File: src/rtl/router_sync_n.sv
`default_nettype none
// +--------------------------------------------------------------------------+
// | Module   : router_sync_n                                                 |
// | Purpose  : Channel synchroniser for the 1xN router. Latches the header   |
// |            destination address, steers the FSM write request to one of  |
// |            NUM_CH output FIFOs, returns the addressed FIFO's full flag,  |
// |            derives per-channel valid-out and runs a per-channel read     |
// |            timeout that emits a one-cycle soft reset pulse.              |
// | Ports    : clock, resetn (async, active low)                             |
// |            detect_add, data_in       - header address capture            |
// |            write_enb_reg             - FSM write request                 |
// |            read_enb, empty, full     - per-channel FIFO/destination side |
// |            vld_out, write_enb        - per-channel valid / write enable  |
// |            fifo_full                 - full flag of addressed FIFO       |
// |            soft_reset                - per-channel timeout pulse         |
// |            addr_err                  - latched address >= NUM_CH         |
// |            timeout_sticky, sticky_clr- sticky timeout status             |
// | Option   : ROUTER_SYNC_TIMEOUT_STATUS_EN builds the sticky status flops; |
// |            without it timeout_sticky is 0 and sticky_clr is ignored.     |
// | Revision : 1.0  initial release                                          |
// +--------------------------------------------------------------------------+
module router_sync_n #(
  parameter int NUM_CH  = 3,
  parameter int ADDR_W  = 2,
  parameter int TIMEOUT = 30,
  parameter int TMR_W   = 5
) (
  input  logic              clock,
  input  logic              resetn,
  input  logic              detect_add,
  input  logic [ADDR_W-1:0] data_in,
  input  logic              write_enb_reg,
  input  logic [NUM_CH-1:0] read_enb,
  input  logic [NUM_CH-1:0] empty,
  input  logic [NUM_CH-1:0] full,
  output logic [NUM_CH-1:0] vld_out,
  output logic [NUM_CH-1:0] write_enb,
  output logic              fifo_full,
  output logic [NUM_CH-1:0] soft_reset,
  output logic              addr_err,
  output logic [NUM_CH-1:0] timeout_sticky,
  input  logic              sticky_clr
);

  localparam logic [TMR_W-1:0] c_TMR_LAST = TMR_W'(TIMEOUT - 1);

  logic [ADDR_W-1:0] r_addr;
  logic              r_addr_err;
  logic [NUM_CH-1:0] w_sel;

  // Address register and error flag, both captured on detect_add edges.
  always_ff @(posedge clock or negedge resetn) begin
    if (!resetn) begin
      r_addr     <= '0;
      r_addr_err <= 1'b0;
    end else if (detect_add) begin
      r_addr     <= data_in;
      r_addr_err <= (32'(data_in) >= 32'(NUM_CH));
    end
  end

  assign addr_err = r_addr_err;
  assign vld_out  = ~empty;

  // One-hot decode of the latched address. An out-of-range address decodes
  // to all zeros, which suppresses both the write strobe and the full flag.
  generate
    for (genvar i = 0; i < NUM_CH; i++) begin : g_sel
      assign w_sel[i] = (32'(r_addr) == i);
    end
  endgenerate

  assign write_enb = write_enb_reg ? w_sel : '0;
  assign fifo_full = |(full & w_sel);

  // Per-channel read timeout. Channels are fully independent.
  generate
    for (genvar i = 0; i < NUM_CH; i++) begin : g_ch
      logic [TMR_W-1:0] r_timer;
      logic             r_pulse;
      logic             w_stall;
      logic             w_fire;

      assign w_stall = ~empty[i] & ~read_enb[i];
      assign w_fire  = w_stall & (r_timer == c_TMR_LAST);

      // Timer clears when it fires, so it never needs to wrap.
      always_ff @(posedge clock or negedge resetn) begin
        if (!resetn) begin
          r_timer <= '0;
          r_pulse <= 1'b0;
        end else if (!w_stall) begin
          r_timer <= '0;
          r_pulse <= 1'b0;
        end else if (w_fire) begin
          r_timer <= '0;
          r_pulse <= 1'b1;
        end else begin
          r_timer <= r_timer + 1'b1;
          r_pulse <= 1'b0;
        end
      end

      assign soft_reset[i] = r_pulse;

`ifdef ROUTER_SYNC_TIMEOUT_STATUS_EN
      logic r_sticky;

      // Set has priority over clear on the same edge.
      always_ff @(posedge clock or negedge resetn) begin
        if (!resetn) begin
          r_sticky <= 1'b0;
        end else if (w_fire) begin
          r_sticky <= 1'b1;
        end else if (sticky_clr) begin
          r_sticky <= 1'b0;
        end
      end

      assign timeout_sticky[i] = r_sticky;
`else
      assign timeout_sticky[i] = 1'b0;
`endif
    end
  endgenerate

`ifndef ROUTER_SYNC_TIMEOUT_STATUS_EN
  logic w_unused_sticky_clr;
  assign w_unused_sticky_clr = sticky_clr;
`endif

endmodule
`default_nettype wire

File: config.mk
export PLATFORM = sky130hd
export DESIGN_NAME = router_sync_n
export DESIGN_NICKNAME = d
export VERILOG_FILES = /design/src/rtl/router_sync_n.sv
export SDC_FILE = /design/constraint.sdc
export NUM_CORES = 1
export LEC_CHECK = 0
export CAP_MARGIN = 20
export CORE_UTILIZATION = 41
export DETAILED_ROUTE_END_ITERATION = 8
export PLACE_DENSITY = 0.74
export SLEW_MARGIN = 10
export SYNTH_ARGS = -nofsm -noshare
export SYNTH_HDL_FRONTEND = slang
export SYNTH_SLANG_ARGS = --single-unit
File: constraint.sdc
create_clock -name clock -period 1.1 [get_ports clock]
set_input_delay 0.22 -clock clock [delete_from_list [all_inputs] [get_ports clock]]
set_output_delay 0.22 -clock clock [all_outputs]
set_load 0.02 [all_outputs]
==> key figures, run 1 <==
Outcome
  – Run status: complete, but fails checks
  – Failing checks: setup timing

Critical path
  – Startpoint Class: register
  – Critical Path RT: just under 0.9 ns
  – Crit path max fanout: 6
  – CP Data Arrival Time: 1.14 ns
  – Largest stage delay, worst path: 0.46 ns
  – Slowest CP cell: dfrtp_2
  – Kind of critical path: reg2out
  – Worst Setup End Kind: output pin
  – Top delay family on crit path: flip-flops
  – CP Cell Sequence: nand3b_1, o21ai_1, buf_4
  – CP bufs+invs: 1

Floorplan
  – Die Wd: 50.9 um
  – IO Pins: 30
  – Row count: 17
  – Starting density of the core: a little over two fifths
  – Die area: 2590 um^2
  – Die height: 50.9 um
  – CORE AREA: 2230 um^2

Logic synthesis
  – Synth top area share: 53.6%
  – Post-synthesis sequential area ratio: between 50 and 60%
  – Yosys warns: 0
  – Synth unique cells: 18
  – Area leader, netlist: dfrtp_1
  – Mapped Cells: 93
  – Yosys reg bits: 21
  – Post-Syn Area: 980 um^2
  – Synthesized area per cell: 10.5 um^2
  – Post-synthesis async set-or-reset flop share: 100%
  – Synth cell count leaders: dfrtp_1, nor2_1, inv_1, nand3_1
  – Number of flops mapped to enable cells by yosys: 0
  – Most instantiated library cell after synthesis: dfrtp_1
  – Synth area leaders: dfrtp_1, ha_1, nor2_1, xor2_1, buf_4
  – Top_reg_cell synth: dfrtp_1

Global routing
  – Global-route total usage across every layer: approximately 15%
  – Initial antenna violation count: 0
  – Number of global-route vias before repair: 726
  – First-pass GRT wire length: 2.90 mm
  – Total grt overflow: 0
  – Largest net degree at the start of global routing: 22

Worst hold path
  – HP Class: in2async

STA
  – Unrepaired setup endpoints after global routing: true
  – Part of the cycle the worst path needs: 124%
  – Final Hold Vio Count: 0
  – Final clock skew: 0.00385 ns
  – Crit path time final: 1.36 ns
  – WHS: approximately 0.25 ns
  – Setup-failing EPs final: 4
  – Final max-slew violation count: 0
  – Setup WS post-layout: -0.265 ns
  – F_max: 733 MHz

Final layout
  – Syn-to-layout area delta: 34.2%
  – Core Util, Final: 58.9%
  – Antenna fix cells: 0
  – Nets@finish: 148
  – Share of cells above drive strength 1: a little under 30%
  – Layout fillers: just over 200

Pwr
  – Overall Power: 0.00140 W
  – VDD IR max: 0.491 mV
  – Static leakage: 0.624 nW
  – Power density over cell area: 1060 nW/um^2

Clock tree
  – Clock sink count: 21
  – Clock slew seen by the registers of the worst setup and hold paths: 0.11 ns
  – H-Tree Depth: 1
  – Inserted Clock Buffers: 3
  – Root Buffer: clkbuf_4
  – Clk Latency, worst-skew pair: 0.29 ns
  – Clk buf depth: 2
  – CTS tree: built
  – CTS Hold Bufs: 0

Routing
  – DR iter-0 viols: 5
  – Vias post-DR: a little over 700
  – Vias per Instance: 4.67
  – Drt drc: 0
  – First-pass iteration count of the detailed router: 3
  – Antenna-violating nets left: 0
  – Avg WL per Cell: 11.5 um
  – Routed Wire Length: 1.77 mm

Place
  – Hpwl dp: 1.36 mm
  – Final RePlAce weighted congestion: between 0.7 and 0.8
  – Place WS: -0.625 ns
  – Port Buffers: 25

Run
  – Max capacitance violation total: 0
[through the flow]
stage | cell area, um^2 | setup TNS [ns] | std cells
after floorplan | 992 | 0 | 95
after detailed placement | 1280 | -5.49 | 147
after global routing | 1320 | -1.62 | 153
final | 1320 | -0.934 | 153
after global placement | 1280 | -4.96 | 147
after CTS | 1270 | -1.05 | 151
[worst register-to-register path, cell delays in order, from the launching register on]
cell and delay [ns]:
dfrtp_1 0.41, inv_1 0.07, ha_2 0.16, nand4_1 0.13, nand2_2 0.16, nor2_1 0.06
[power breakdown]
group	total (W)	internal (W)	leakage [nW]	switching [W]
Clock	0.000354	0.000141	0.0150	0.000214
Combinational	0.000229	0.000121	0.327	0.000108
Sequential	0.000816	0.000793	0.283	0.0000229
[timing repair]
action                                  4_1_cts  5_1_grt
pin swaps                                     0        6
buffers inserted                              0        2
gates resized for setup                      56       11
gates cloned                                  0        0
endpoints found under the setup margin       11       19
[registers in the layout (all words and copies together), names as in the netlist]
register	cells
r_addr	2
g_ch.r_pulse	3
g_ch.r_timer	15
addr_err	1
[kinds of logic (layout without fill, tap and decap cells)]
logic type,after synthesis,in the layout,synth area share (%)
xor gates and xnor gates,9,9,8.05
adders and majority gates,6,6,7.66
and+or+nand+nor,38,38,18.6
buffers and inverters,13,43,7.28
DFF,21,21,53.6
other,1,3,0.383
AOI/OAI and AO/OA,2,2,1.02
muxes,3,3,3.32
[placed cells by master (no fill, tap or decap), drive strengths merged, types with 3 or more instances in the layout]
cell type,n
dfrtp,21
nor2,18
buf,18
clkdlybuf4s50,11
inv,7
nand3,7
xor2,6
ha,6
clkbuf,4
nand4,3
nor3,3
nand2,3
xnor2,3
conb,3
dlygate4sd2,3
[area by class of cell]
| class | instances | area (um^2) | share of cell area (%) |
|---|---|---|---|
| Clock buffer | 4 | 26.3 | 2.00 |
| Inverter | 7 | 26.3 | 2.00 |
| Multi-Input combinational cell | 61 | 418 | 31.8 |
| Sequential cell | 21 | 528 | 40.2 |
| Tap cell | 28 | 35.0 | 2.66 |
| Timing Repair Buffer | 32 | 282 | 21.4 |
[layer usage]
metal | wire [um] | global-route usage, % | up-vias
li1 | - | - | 356
met1 | 723 | 16.6 | 345
met2 | 954 | 28.9 | 12
met3 | 71 | 2.98 | 2
met4 | 17 | 6.94 | 0
met5 | 0 | 0 | -
[final timing paths]
check                                                   from  slack (ns)  cells past startpoint                            to
worst max-delay path                   r_addr[0]$_DFFE_PN0P_       -0.26                      3                     fifo_full
worst min-delay path                                  resetn        0.25                      2  g_ch[2].r_timer[2]$_DFF_PN0_
worst max register to register  g_ch[1].r_timer[1]$_DFF_PN0_        0.02                      5  g_ch[1].r_timer[0]$_DFF_PN0_
worst min register to register  g_ch[1].r_timer[0]$_DFF_PN0_        0.51                      1  g_ch[1].r_timer[0]$_DFF_PN0_
max in group asynchronous                             resetn        0.70                      2         r_addr[1]$_DFFE_PN0P_
min in group clock                                  empty[2]        0.32                      3     g_ch[2].r_pulse$_DFF_PN0_
Note: power is estimated with default switching activity, not from simulation.
==> inputs of run 2 (changes only) <==
Settings changed: CTS_CLUSTER_DIAMETER set to 200.
==> results of run 2 <==
Final layout, timing and power as in run 1 (identical DEF).
==> inputs of run 3 (changes only) <==
Settings changed: CORE_UTILIZATION 41 to 43, CTS_BUF_LIST set to sky130_fd_sc_hd__clkbuf_8, PLACE_DENSITY 0.74 to 0.77.
==> run 3 against run 2 <==
  * Flip-flop and latch count unchanged
  * Combinational power up 3%
  * Sequential share of layout area down 0.81 points
  * Core utilization up 6.7 points
  * Critical path type unchanged
  * Global-route usage about the same
  * Critical path depth unchanged
  * The flow still finishes with violations (setup timing)
  * Register-to-register slack about the same
==> key figures, run 3 (synthesis gave the netlist of run 1 again) <==
Global routing
  – Largest net degree at the start of global routing: 22 (unchanged)
  – Number of global-route vias before repair: 697 (-4.0%)
  – Total grt overflow: 0 (unchanged)
  – Global-route total usage across every layer: 15.4% (about the same)
  – Initial antenna violation count: 0 (unchanged)
  – First-pass GRT wire length: 2.86 mm (-1.4%)

Floorplan
  – Die area: 2470 um^2 (-4.5%)
  – IO Pins: 30 (unchanged)
  – Row count: 16 (-1)
  – Die Wd: 49.7 um (-2.3%)
  – Starting density of the core: 48.0% (+4.1 points)
  – CORE AREA: 2040 um^2 (-8.6%)
  – Die height: 49.7 um (-2.3%)

Clock tree
  – Clock slew seen by the registers of the worst setup and hold paths: 0.08 ns (-0.03 ns)
  – Root Buffer: clkbuf_8
  – Clk buf depth: 2 (unchanged)
  – Clock sink count: 21 (unchanged)
  – Clk Latency, worst-skew pair: 0.26 ns (-0.03 ns)
  – CTS tree: built
  – Inserted Clock Buffers: 3 (unchanged)
  – CTS Hold Bufs: 0 (unchanged)
  – H-Tree Depth: 1 (unchanged)

Outcome
  – Run status: complete, but fails checks
  – Failing checks: setup timing

Critical path
  – Worst Setup End Kind: output pin
  – CP Data Arrival Time: 1.17 ns (+0.03 ns)
  – Critical Path RT: 0.88 ns (about the same)
  – Startpoint Class: register
  – Kind of critical path: reg2out
  – Crit path max fanout: 6 (unchanged)

Final layout
  – Most frequent cells in the layout: dfrtp_1, nor2_1, clkdlybuf4s50_1
  – Largest regs: g_ch.r_timer: 15 flops, g_ch.r_pulse: 3 flops, r_addr: 2 flops
  – Layout Cell Area excl Fill: 1340 um^2 (+1.8%)
  – FF/Latch Area: 527 um^2 (-0.24%)
  – Syn-to-layout area delta: 36.7%
  – Share of cells above drive strength 1: 30.6% (+1.0 points)
  – Core Util, Final: 65.6% (+6.7 points)
  – Antenna fix cells: 0 (unchanged)
  – Largest reg by FF count: g_ch.r_timer
  – Most common cell after layout, fill and taps aside: dfrtp_1
  – Layout fillers: 162 (-20%)
  – Nets@finish: 147 (-0.68%)
  – Max reg flops: 15 (unchanged)
  – Area of the multi-input gates: 424 um^2 (+1.5%)

Pwr
  – Static leakage: 0.638 nW (+2.2%)
  – Power density over cell area: 1150 nW/um^2 (+8.4%)
  – VDD IR max: 1.02 mV (+110%)

Place
  – Final RePlAce weighted congestion: 0.700 (-6.6%)
  – Port Buffers: 25 (unchanged)
  – Area post-placement: 1270 um^2 (-0.68%)
  – Hpwl dp: 1.29 mm (-5.2%)

Worst hold path
  – HP Class: in2reg

STA
  – F_max: 719 MHz (-1.8%)
  – WHS: 0.254 ns (+0.000263 ns)
  – Unrepaired setup endpoints after global routing: true
  – Part of the cycle the worst path needs: 126% (+2.3 points)
  – Setup WS post-layout: -0.290 ns (-0.0257 ns)
  – Final max-slew violation count: 0 (unchanged)
  – Setup-failing EPs final: 4 (unchanged)
  – Final clock skew: 0.00544 ns (+0.00159 ns)
  – Final Hold Vio Count: 0 (unchanged)
  – Crit path time final: 1.39 ns (+0.0257 ns)

Routing
  – Routed Wire Length: 1.74 mm (-1.6%)
  – DR iter-0 viols: 4 (-1)
  – Vias post-DR: 724 (+1.3%)
  – Antenna-violating nets left: 0 (unchanged)
  – Drt drc: 0 (unchanged)
  – First-pass iteration count of the detailed router: 2 (-1)
  – Vias per Instance: 4.79 (+2.6%)
  – Avg WL per Cell: 11.5 um (-0.34%)

Run
  – Max capacitance violation total: 0 (unchanged)
-- run 3: stage by stage --
stage	instances	setup WS [ns]	setup TNS, ns	total power [W]
floorplan	95	0.0203	0	0.000922
global placement	145	-0.579	-4.74	0.00105
detailed placement	145	-0.632	-5.38	0.00106
CTS	150	-0.277	-0.820	0.00155
global route	151	-0.339	-1.31	0.00162
finish	151	-0.290	-0.925	0.00155
-- run 3: routing by layer --
metal	wire length (um)	up-vias	GRT usage, %
met4	8	0	6.19
li1	-	354	-
met1	726	354	17.5
met5	0	-	0
met2	928	14	26.1
met3	74	2	5.56
-- run 3: worst max-delay path, stage by stage, from the launching register on --
cell and delay [ns]:
dfrtp_2 0.45, mux2i_2 0.16, o21ai_1 0.14, buf_4 0.16
-- run 3: area by class of cell --
| type | count | share of cell area [%] |
|---|---|---|
| Timing Repair Buffer | 31 | 21.0 |
| Inverter | 7 | 1.96 |
| Clock inverter | 1 | 0.374 |
| Clock buffer | 3 | 3.08 |
| Sequential cell | 21 | 39.3 |
| Tap cell | 27 | 2.52 |
| Multi-Input combinational cell | 61 | 31.7 |
-- run 3: timing repair --
| item | in CTS | in global routing |
|---|---|---|
| pin swaps | 2 | 11 |
| hold endpoints to repair | 0 | 0 |
| gates resized for setup | 54 | 15 |
| buffers inserted | 1 | 1 |
| setup endpoints to repair | 11 | 23 |
-- run 3: worst paths after layout --
path                                              start                            to  slack (ns)  cells after the start
setup / recovery                  r_addr[0]$_DFFE_PN0P_                     fifo_full       -0.29                      3
hold / removal                                 empty[2]     g_ch[2].r_pulse$_DFF_PN0_        0.25                      3
setup reg to reg           g_ch[0].r_timer[1]$_DFF_PN0_  g_ch[0].r_timer[1]$_DFF_PN0_        0.01                      5
hold reg to reg            g_ch[1].r_timer[0]$_DFF_PN0_  g_ch[1].r_timer[0]$_DFF_PN0_        0.49                      1
max in group asynchronous                        resetn         r_addr[0]$_DFFE_PN0P_        0.66                      2
min in group asynchronous                        resetn     g_ch[0].r_pulse$_DFF_PN0_        0.30                      2
-- run 3: power breakdown --
group	total [W]	internal, W	switching [W]	leakage, nW
registers	0.000816	0.000793	0.0000230	0.284
clock network	0.000493	0.000252	0.000241	0.0255
logic	0.000237	0.000127	0.000110	0.329
total	0.00155	0.00117	0.000374	0.638
